<file path="src/rtl/branch_predictor_bht.sv">
// rtl/branch_predictor_bht.sv - PC-indexed saturating-counter branch predictor with ID-stage resolve
// Predicts beq/bne in IF, resolves beq/bne/j in ID, and trains the counter table one edge later.
module branch_predictor_bht #(
  parameter int INDEX_BITS   = 4,
  parameter int CTR_BITS     = 2,
  parameter int PC_WIDTH     = 32,
  parameter int STAT_WIDTH   = 16,
  parameter int PREDICT_MODE = 1
) (
  input  logic                  clk,
  input  logic                  rst,
  input  logic [PC_WIDTH-1:0]   pcF,
  input  logic [5:0]            opCodeF,
  output logic                  predTakenF,
  input  logic                  validD,
  input  logic                  stallD,
  input  logic [PC_WIDTH-1:0]   pcD,
  input  logic [5:0]            opCodeD,
  input  logic                  predTakenD,
  input  logic                  compResult,
  output logic                  PCSrcS,
  output logic                  restoreS,
  output logic                  FlushS,
  output logic                  jumpS,
  output logic [STAT_WIDTH-1:0] branchCount,
  output logic [STAT_WIDTH-1:0] mispredCount
);

  localparam int ENTRIES = 1 << INDEX_BITS;
  localparam logic [5:0] OP_J   = 6'd2;
  localparam logic [5:0] OP_BEQ = 6'd4;
  localparam logic [5:0] OP_BNE = 6'd5;
  localparam logic [CTR_BITS-1:0]   CTR_INIT = {1'b0, {(CTR_BITS-1){1'b1}}};
  localparam logic [CTR_BITS-1:0]   CTR_MAX  = '1;
  localparam logic [CTR_BITS-1:0]   CTR_ONE  = CTR_BITS'(1);
  localparam logic [STAT_WIDTH-1:0] STAT_MAX = '1;
  localparam logic [STAT_WIDTH-1:0] STAT_ONE = STAT_WIDTH'(1);

  logic [CTR_BITS-1:0]   ctr_q [ENTRIES];
  logic [CTR_BITS-1:0]   ctr_d [ENTRIES];
  logic [STAT_WIDTH-1:0] branch_count_q, branch_count_d;
  logic [STAT_WIDTH-1:0] mispred_count_q, mispred_count_d;

  logic [INDEX_BITS-1:0] idx_f, idx_d;
  logic                  br_f, br_d, jump_d, resolve, actual, mis;
  logic [CTR_BITS-1:0]   ctr_cur;

  // Only the word-aligned index bits address the table; everything else aliases.
  logic unused_pc_bits;
  assign unused_pc_bits = ^{pcF[1:0], pcF[PC_WIDTH-1:INDEX_BITS+2],
                            pcD[1:0], pcD[PC_WIDTH-1:INDEX_BITS+2]};

  assign idx_f = pcF[INDEX_BITS+1:2];
  assign idx_d = pcD[INDEX_BITS+1:2];

  always_comb begin
    br_f       = (opCodeF == OP_BEQ) || (opCodeF == OP_BNE);
    predTakenF = (PREDICT_MODE != 0) && !rst && br_f && ctr_q[idx_f][CTR_BITS-1];
  end

  always_comb begin
    resolve  = validD && !stallD && !rst;
    br_d     = (opCodeD == OP_BEQ) || (opCodeD == OP_BNE);
    jump_d   = (opCodeD == OP_J);
    actual   = (opCodeD == OP_BNE) ? !compResult : compResult;
    mis      = actual ^ predTakenD;
    PCSrcS   = resolve && br_d && actual && !predTakenD;
    restoreS = resolve && br_d && !actual && predTakenD;
    jumpS    = resolve && jump_d;
    FlushS   = PCSrcS || restoreS || jumpS;
  end

  always_comb begin
    ctr_d   = ctr_q;
    ctr_cur = ctr_q[idx_d];
    if ((PREDICT_MODE != 0) && resolve && br_d) begin
      if (actual) begin
        if (ctr_cur != CTR_MAX) ctr_d[idx_d] = ctr_cur + CTR_ONE;
      end else begin
        if (ctr_cur != '0) ctr_d[idx_d] = ctr_cur - CTR_ONE;
      end
    end
  end

  always_comb begin
    branch_count_d  = branch_count_q;
    mispred_count_d = mispred_count_q;
    if (resolve && br_d) begin
      if (branch_count_q != STAT_MAX) branch_count_d = branch_count_q + STAT_ONE;
      if (mis && (mispred_count_q != STAT_MAX)) mispred_count_d = mispred_count_q + STAT_ONE;
    end
  end

  always_ff @(posedge clk) begin
    if (rst) begin
      for (int i = 0; i < ENTRIES; i++) ctr_q[i] <= CTR_INIT;
      branch_count_q  <= '0;
      mispred_count_q <= '0;
    end else begin
      ctr_q           <= ctr_d;
      branch_count_q  <= branch_count_d;
      mispred_count_q <= mispred_count_d;
    end
  end

  assign branchCount  = branch_count_q;
  assign mispredCount = mispred_count_q;

endmodule

</file>
<file path="config.mk">
export PLATFORM = sky130hd
export DESIGN_NAME = branch_predictor_bht
export DESIGN_NICKNAME = d
export VERILOG_FILES = /design/src/rtl/branch_predictor_bht.sv
export SDC_FILE = /design/constraint.sdc
export NUM_CORES = 1
export LEC_CHECK = 0
export CAP_MARGIN = 25
export CORE_UTILIZATION = 25
export DETAILED_ROUTE_END_ITERATION = 16
export GPL_TIMING_DRIVEN = 0
export PLACE_DENSITY = 0.62
export SYNTH_ARGS = -nofsm -noshare
export SYNTH_HDL_FRONTEND = slang
export SYNTH_SLANG_ARGS = --single-unit
</file>
<file path="constraint.sdc">
create_clock -name clk -period 4.4 [get_ports clk]
set_input_delay 1.32 -clock clk [delete_from_list [all_inputs] [get_ports clk]]
set_output_delay 1.32 -clock clk [all_outputs]
set_load 0.05 [all_outputs]
</file>
==> out/results.ini, run 1 <==
[run_status]
outcome=finished, final reports clean

[synthesis]
synth_edf_count=0
yosysUniqueCellTypes=53
ys_warn_count=0
synthArstFlopShare_pct=0
synth.avg_cell_area_um2=9.640
ys_seq_elements=64
ys_seq_area_share_pct=34.43
synth_area_mm2=0.003721
synthCells=386
syn_nets=472
synth_ff_type=dfxtp_1

[grt]
grt_pass1_wl_um=16390
grt_antenna_before_repair=0
grt_pass1_vias=3321
grt.overflow.total=0
grt_max_degree=12
grtUsageTotal_pct=13.63

[min_path]
hold_class=reg -> reg
holdPathStages=2

[die]
core_area_mm2=0.01453
die_w_um=124
ioPinCount=119
start_util_pct=25.60
rows=44
fp.dieH_um=124
dieArea_mm2=0.01538

[critical_path]
required_ns=3.08
critical_path.cell_chain=clkdlybuf4s15_2 -> mux4_2 -> mux4_2 -> and3_1 -> buf_2
crit_fanout=4
regToRegSetupSlack_ns=1.04
path_depth=5
cp_slowest_stage_delay_ns=0.53
critPathKind=in -> out
crit_family=multiplexers
end_kind=primary output
crit_top_cell=mux4_2
ff2ff_path_depth=13
worst-path-buf-inv=2
cp-start-kind=primary input
crit_path_top_delay_cell=mux4_2
crit_arrival_ns=2.98

[sta]
max-slew-margin-rel_pct=46.75
maxSlewViolCount=0
setup_viol=0
period_minus_slack_ns=4.297
setup_tns_ns=0
fmax_mhz=232.7
rsz0062_at_grt=no
tightest_slew_ns=0.7988
skew_ns=0.005670
post-route-period-util_pct=97.65
timing_hold_violations_final=0

[routing]
drcViolationCount=0
wirelength_um=10060
ant_nets=0
drt-initial-drc-count=199
dr_total_vias=3393
first_pass_iters=4
viasPerCell=5.180
wl_per_cell_um=15.35

[cells_and_area]
drive_gt1_share_pct=18.90
nFillCells=1508
areaGrowthSynthToFinish_pct=33.83
fin_area_mm2=0.004980
seq_area_mm2=0.001281
utilization_pct=34.26
multi_input_area_mm2=0.002313
antenna-diode-count=0
nNetsFinal=552

[pwr]
p_leak_uw=0.001620
ir_drop_mv=0.1970
power_density_mw_per_mm2=285.2

[clocking]
cts_root_buffer=clkbuf_16
cts_max_path_buffers=2
clk_latency_ns=0.33
cts-buffers-inserted=9
cts_tree=built
cts.htree.levels=3
clkSinkCount=64
cts_hold_buf=0
clk_pin_slew_ns=0.05

[placement]
dpl-instance-area_mm2=0.004547
portBuffers=59
gp_congestion=0.8170
dp_hpwl_um=7279

[flow_run]
maxCapViolations=0

power by group:
part	internal [µW]	total, µW	switching (µW)
registers	580	580	0.132
clock network	467	722	256
logic	50.7	118	67.0
worst reg2reg max path: cells and delay by family (launching register included):
family,cells,cell delay [ns]
multiplexers,1,0.49
flip-flops,1,0.32
adder cells (fa/ha/maj),1,0.20
AND/OR/NAND/NOR,4,0.93
buffers and inverters,4,0.71
AO/OA/AOI/OAI,3,0.60
metal layers:
metal / vias to the layer above / share of wire [%] / global-route usage [%] / wire (µm)
met5: - / 0 / 0 / 0
met4: 0 / 1.4 / 4.390 / 138
met2: 84 / 49 / 22.64 / 4950
met1: 1656 / 45 / 17.20 / 4509
li1: 1640 / - / - / -
met3: 13 / 4.5 / 3.388 / 457
cell usage after synthesis, types with 8 or more instances:
master / count / share of area [%]
dfxtp_1: 64 / 34
nor2_1: 29 / 2.9
a21oi_1: 28 / 3.8
nand2_1: 22 / 2.2
a311oi_1: 19 / 4.5
xnor2_1: 17 / 4.0
mux2i_1: 16 / 4.3
nor4_1: 16 / 2.7
nand2b_1: 15 / 2.5
buf_2: 14 / 1.9
mux4_2: 14 / 8.5
nand4_1: 12 / 2.0
nand3_1: 11 / 1.5
clkbuf_1: 10 / 1.0
inv_1: 8 / 0.81
what timing repair did:
item                       4_1_cts  5_1_grt
setup endpoints to repair       17       28
gates resized for setup         32       14
hold endpoints to repair         0        0
pin swaps                        3        3
buffers inserted                 5        5
placed cells by master, fill, tap and decap left out, drive strengths merged, types with 5 or more instances in the layout:
cell type      count
nand4             12
nand2b            15
buf               27
and4               9
nand3             12
nor4              19
clkbuf            24
nor3               5
clkdlybuf4s50     47
nand2             22
o21ai              7
xnor2             17
nor2              30
a2111oi            7
inv                8
a21oi             28
dfxtp             64
mux4              14
nor2b              6
or3                6
mux2i             16
a311oi            19
stage by stage:
step | setup WS (ns) | hold WS [ns] | power, µW | instances
floorplan | 0.04458 | 0.4397 | 655.2 | 386
global placement | -0.8161 | 0.4523 | 699.2 | 629
detailed placement | -0.8310 | 0.4628 | 701.3 | 629
CTS | 0.005433 | 0.4769 | 1433 | 650
global route | 0.007379 | 0.4960 | 1475 | 655
finish | 0.1034 | 0.4709 | 1420 | 655
worst max path at each step:
stage | endpoint | startpoint
after global routing | PCSrcS | opCodeD[4]
final | predTakenF | pcF[2]
after global placement | predTakenF | pcF[2]
after floorplan | flop | pcD[2]
after CTS | FlushS | opCodeD[0]
after detailed placement | PCSrcS | rst
cell families after synthesis:
logic type / share of synthesized area (%)
simple gates: 25.49
flops: 34.43
buf+inv: 4.439
fa+ha+maj: 1.345
mux: 12.78
compound gates: 15.94
xor+xnor: 5.581
final cells by class:
class,count,share of cell area (%)
timing repair buffer,69,13.32
tap,184,4.623
inverter,8,0.6030
buffer,27,3.090
clock buffer,11,5.075
clock inverter,5,1.106
sequential,64,25.73
multi-input combinational,287,46.46
(Power assumes the default switching activity.)
==> inputs of run 2 (changes only) <==
--- a/config.mk
+++ b/config.mk
@@ -9,7 +9,8 @@
 export CORE_UTILIZATION = 25
 export DETAILED_ROUTE_END_ITERATION = 16
 export GPL_TIMING_DRIVEN = 0
-export PLACE_DENSITY = 0.62
+export PLACE_DENSITY = 0.56
+export SLEW_MARGIN = 40
 export SYNTH_ARGS = -nofsm -noshare
 export SYNTH_HDL_FRONTEND = slang
 export SYNTH_SLANG_ARGS = --single-unit
==> out/results.ini, run 2 (same netlist as run 1, synthesis figures left out) <==
[die]
start_util_pct=25.60  ; unchanged
rows=44  ; unchanged
core_area_mm2=0.01453  ; unchanged
dieArea_mm2=0.01538  ; unchanged
fp.dieH_um=124  ; unchanged
die_w_um=124  ; unchanged
ioPinCount=119  ; unchanged

[routing]
drcViolationCount=0  ; unchanged
drt-initial-drc-count=236  ; +19%
wl_per_cell_um=15.26  ; -0.57%
dr_total_vias=3372  ; -0.62%
viasPerCell=5.132  ; -0.92%
wirelength_um=10030  ; -0.27%
first_pass_iters=4  ; unchanged
ant_nets=0  ; unchanged

[pwr]
ir_drop_mv=0.1513  ; -23%
p_leak_uw=0.001609  ; -0.73%
power_density_mw_per_mm2=291.6  ; +2.2%

[sta]
setup_tns_ns=0  ; unchanged
period_minus_slack_ns=4.292  ; -0.004853 ns
max-slew-margin-rel_pct=45.66  ; -1.1 points
timing_hold_violations_final=0  ; unchanged
skew_ns=0.006113  ; +0.0004431 ns
tightest_slew_ns=0.8152  ; +0.01641 ns
maxSlewViolCount=0  ; unchanged
post-route-period-util_pct=97.54  ; -0.11 points
rsz0062_at_grt=no
setup_viol=0  ; unchanged
fmax_mhz=233.0  ; +0.11%

[clocking]
cts_root_buffer=clkbuf_16
cts_max_path_buffers=2  ; unchanged
cts-buffers-inserted=9  ; unchanged
clk_latency_ns=0.34  ; about the same
clk_pin_slew_ns=0.05  ; about the same
cts.htree.levels=3  ; unchanged
cts_tree=built
clkSinkCount=64  ; unchanged
cts_hold_buf=0  ; unchanged

[critical_path]
required_ns=3.08  ; about the same
cp_slowest_stage_delay_ns=0.53  ; about the same
crit_fanout=4  ; unchanged
crit_top_cell=mux4_2
worst-path-buf-inv=2  ; unchanged
critical_path.cell_chain=clkdlybuf4s15_2 -> mux4_2 -> mux4_2 -> and3_1 -> buf_2
crit_arrival_ns=2.97  ; about the same
end_kind=primary output
crit_path_top_delay_cell=mux4_2
crit_family=multiplexers
cp-start-kind=primary input
regToRegSetupSlack_ns=1.16  ; +0.12 ns
critPathKind=in -> out

[grt]
grt.overflow.total=0  ; unchanged
grt_pass1_wl_um=16060  ; -2.0%
grtUsageTotal_pct=13.52  ; -0.11 points
grt_pass1_vias=3257  ; -1.9%
grt_max_degree=11  ; -1
grt_antenna_before_repair=0  ; unchanged

[cells_and_area]
nNetsFinal=554  ; +0.36%
fin_area_mm2=0.004971  ; -0.18%
drive_gt1_share_pct=18.39  ; -0.50 points
final_common_cell=dfxtp_1
antenna-diode-count=0  ; unchanged
final_cell_mix=dfxtp_1, clkdlybuf4s50_1, nor2_1
areaGrowthSynthToFinish_pct=33.59

[placement]
dpl-instance-area_mm2=0.004547  ; unchanged
portBuffers=59  ; unchanged
gp_congestion=0.8182  ; +0.15%
dp_hpwl_um=7185  ; -1.3%

[run_status]
outcome=finished, final reports clean

[min_path]
hold_class=reg -> reg

[flow_run]
maxCapViolations=0  ; unchanged

[run 2: cell types whose count changed in the layout (fill, tap and decap cells not counted), sizes merged]
cell	before	now
clkinv	2	1
clkbuf	24	26
clkdlybuf4s50	47	50
dlymetal6s2s	4	1
buf	27	31
clkdlybuf4s18	1	0
clkinvlp	2	0
[run 2: where the power goes]
group	switching [µW]	internal (µW)
clock network	255	499
registers	0.132	580
logic	65.2	49.8
[run 2: repair_timing]
| action | in CTS | in global routing |
|---|---|---|
| pin swaps | 3 | 3 |
| setup buffers | 6 | 6 |
| setup endpoints to repair | 22 | 26 |
| resized for setup | 30 | 7 |
[run 2: metrics by stage]
step	hold slack [ns]	total power [µW]	utilization [%]	std cells	setup slack, ns
finish	0.4681	1449	34.20	657	0.1082
detailed placement	0.4647	701.0	31.28	629	-0.8624
global placement	0.4573	699.7	31.28	629	-0.8267
CTS	0.4769	1465	33.84	651	0.007181
global route	0.4944	1514	34.20	657	0.009305
floorplan	0.4397	655.2	-	386	0.04458
[run 2: path summary, 6_finish.rpt]
path,from,end,cells after the start
worst max register to register,flop,flop,13
worst min register to register,flop,flop,2
worst max-delay path,pcF[2],predTakenF,5
worst min-delay path,flop,flop,2
[run 2: cell type report]
type / instances / area (µm²)
Fill cell: 1507 / 9563
Multi-Input combinational cell: 287 / 2301
Sequential cell: 64 / 1281
Timing Repair Buffer: 71 / 665.6
Clock buffer: 14 / 284.0
Tap cell: 184 / 230.2
Buffer: 27 / 143.9
Clock inverter: 2 / 35.03
Inverter: 8 / 30.03
[run 2: metal layers]
layer  vias up  track usage, %  wire length (µm)
li1       1650               -                 -
met1      1629           16.58              4538
met2        78           22.43              4961
met3        15           3.938               401
met4         0           4.762               129
met5         -               0                 0
[run 2: worst reg2reg max path, cell delays in order (launching register included)]
cell and delay (ns):
dfxtp_1 0.32, mux4_2 0.46, a22o_1 0.26, nor2_4 0.16, buf_4 0.19, inv_1 0.05
ha_1 0.19, nor2b_1 0.13, o2111a_1 0.23, buf_2 0.21, clkbuf_2 0.22, or2_2 0.33
nor4_1 0.30, o21bai_1 0.09
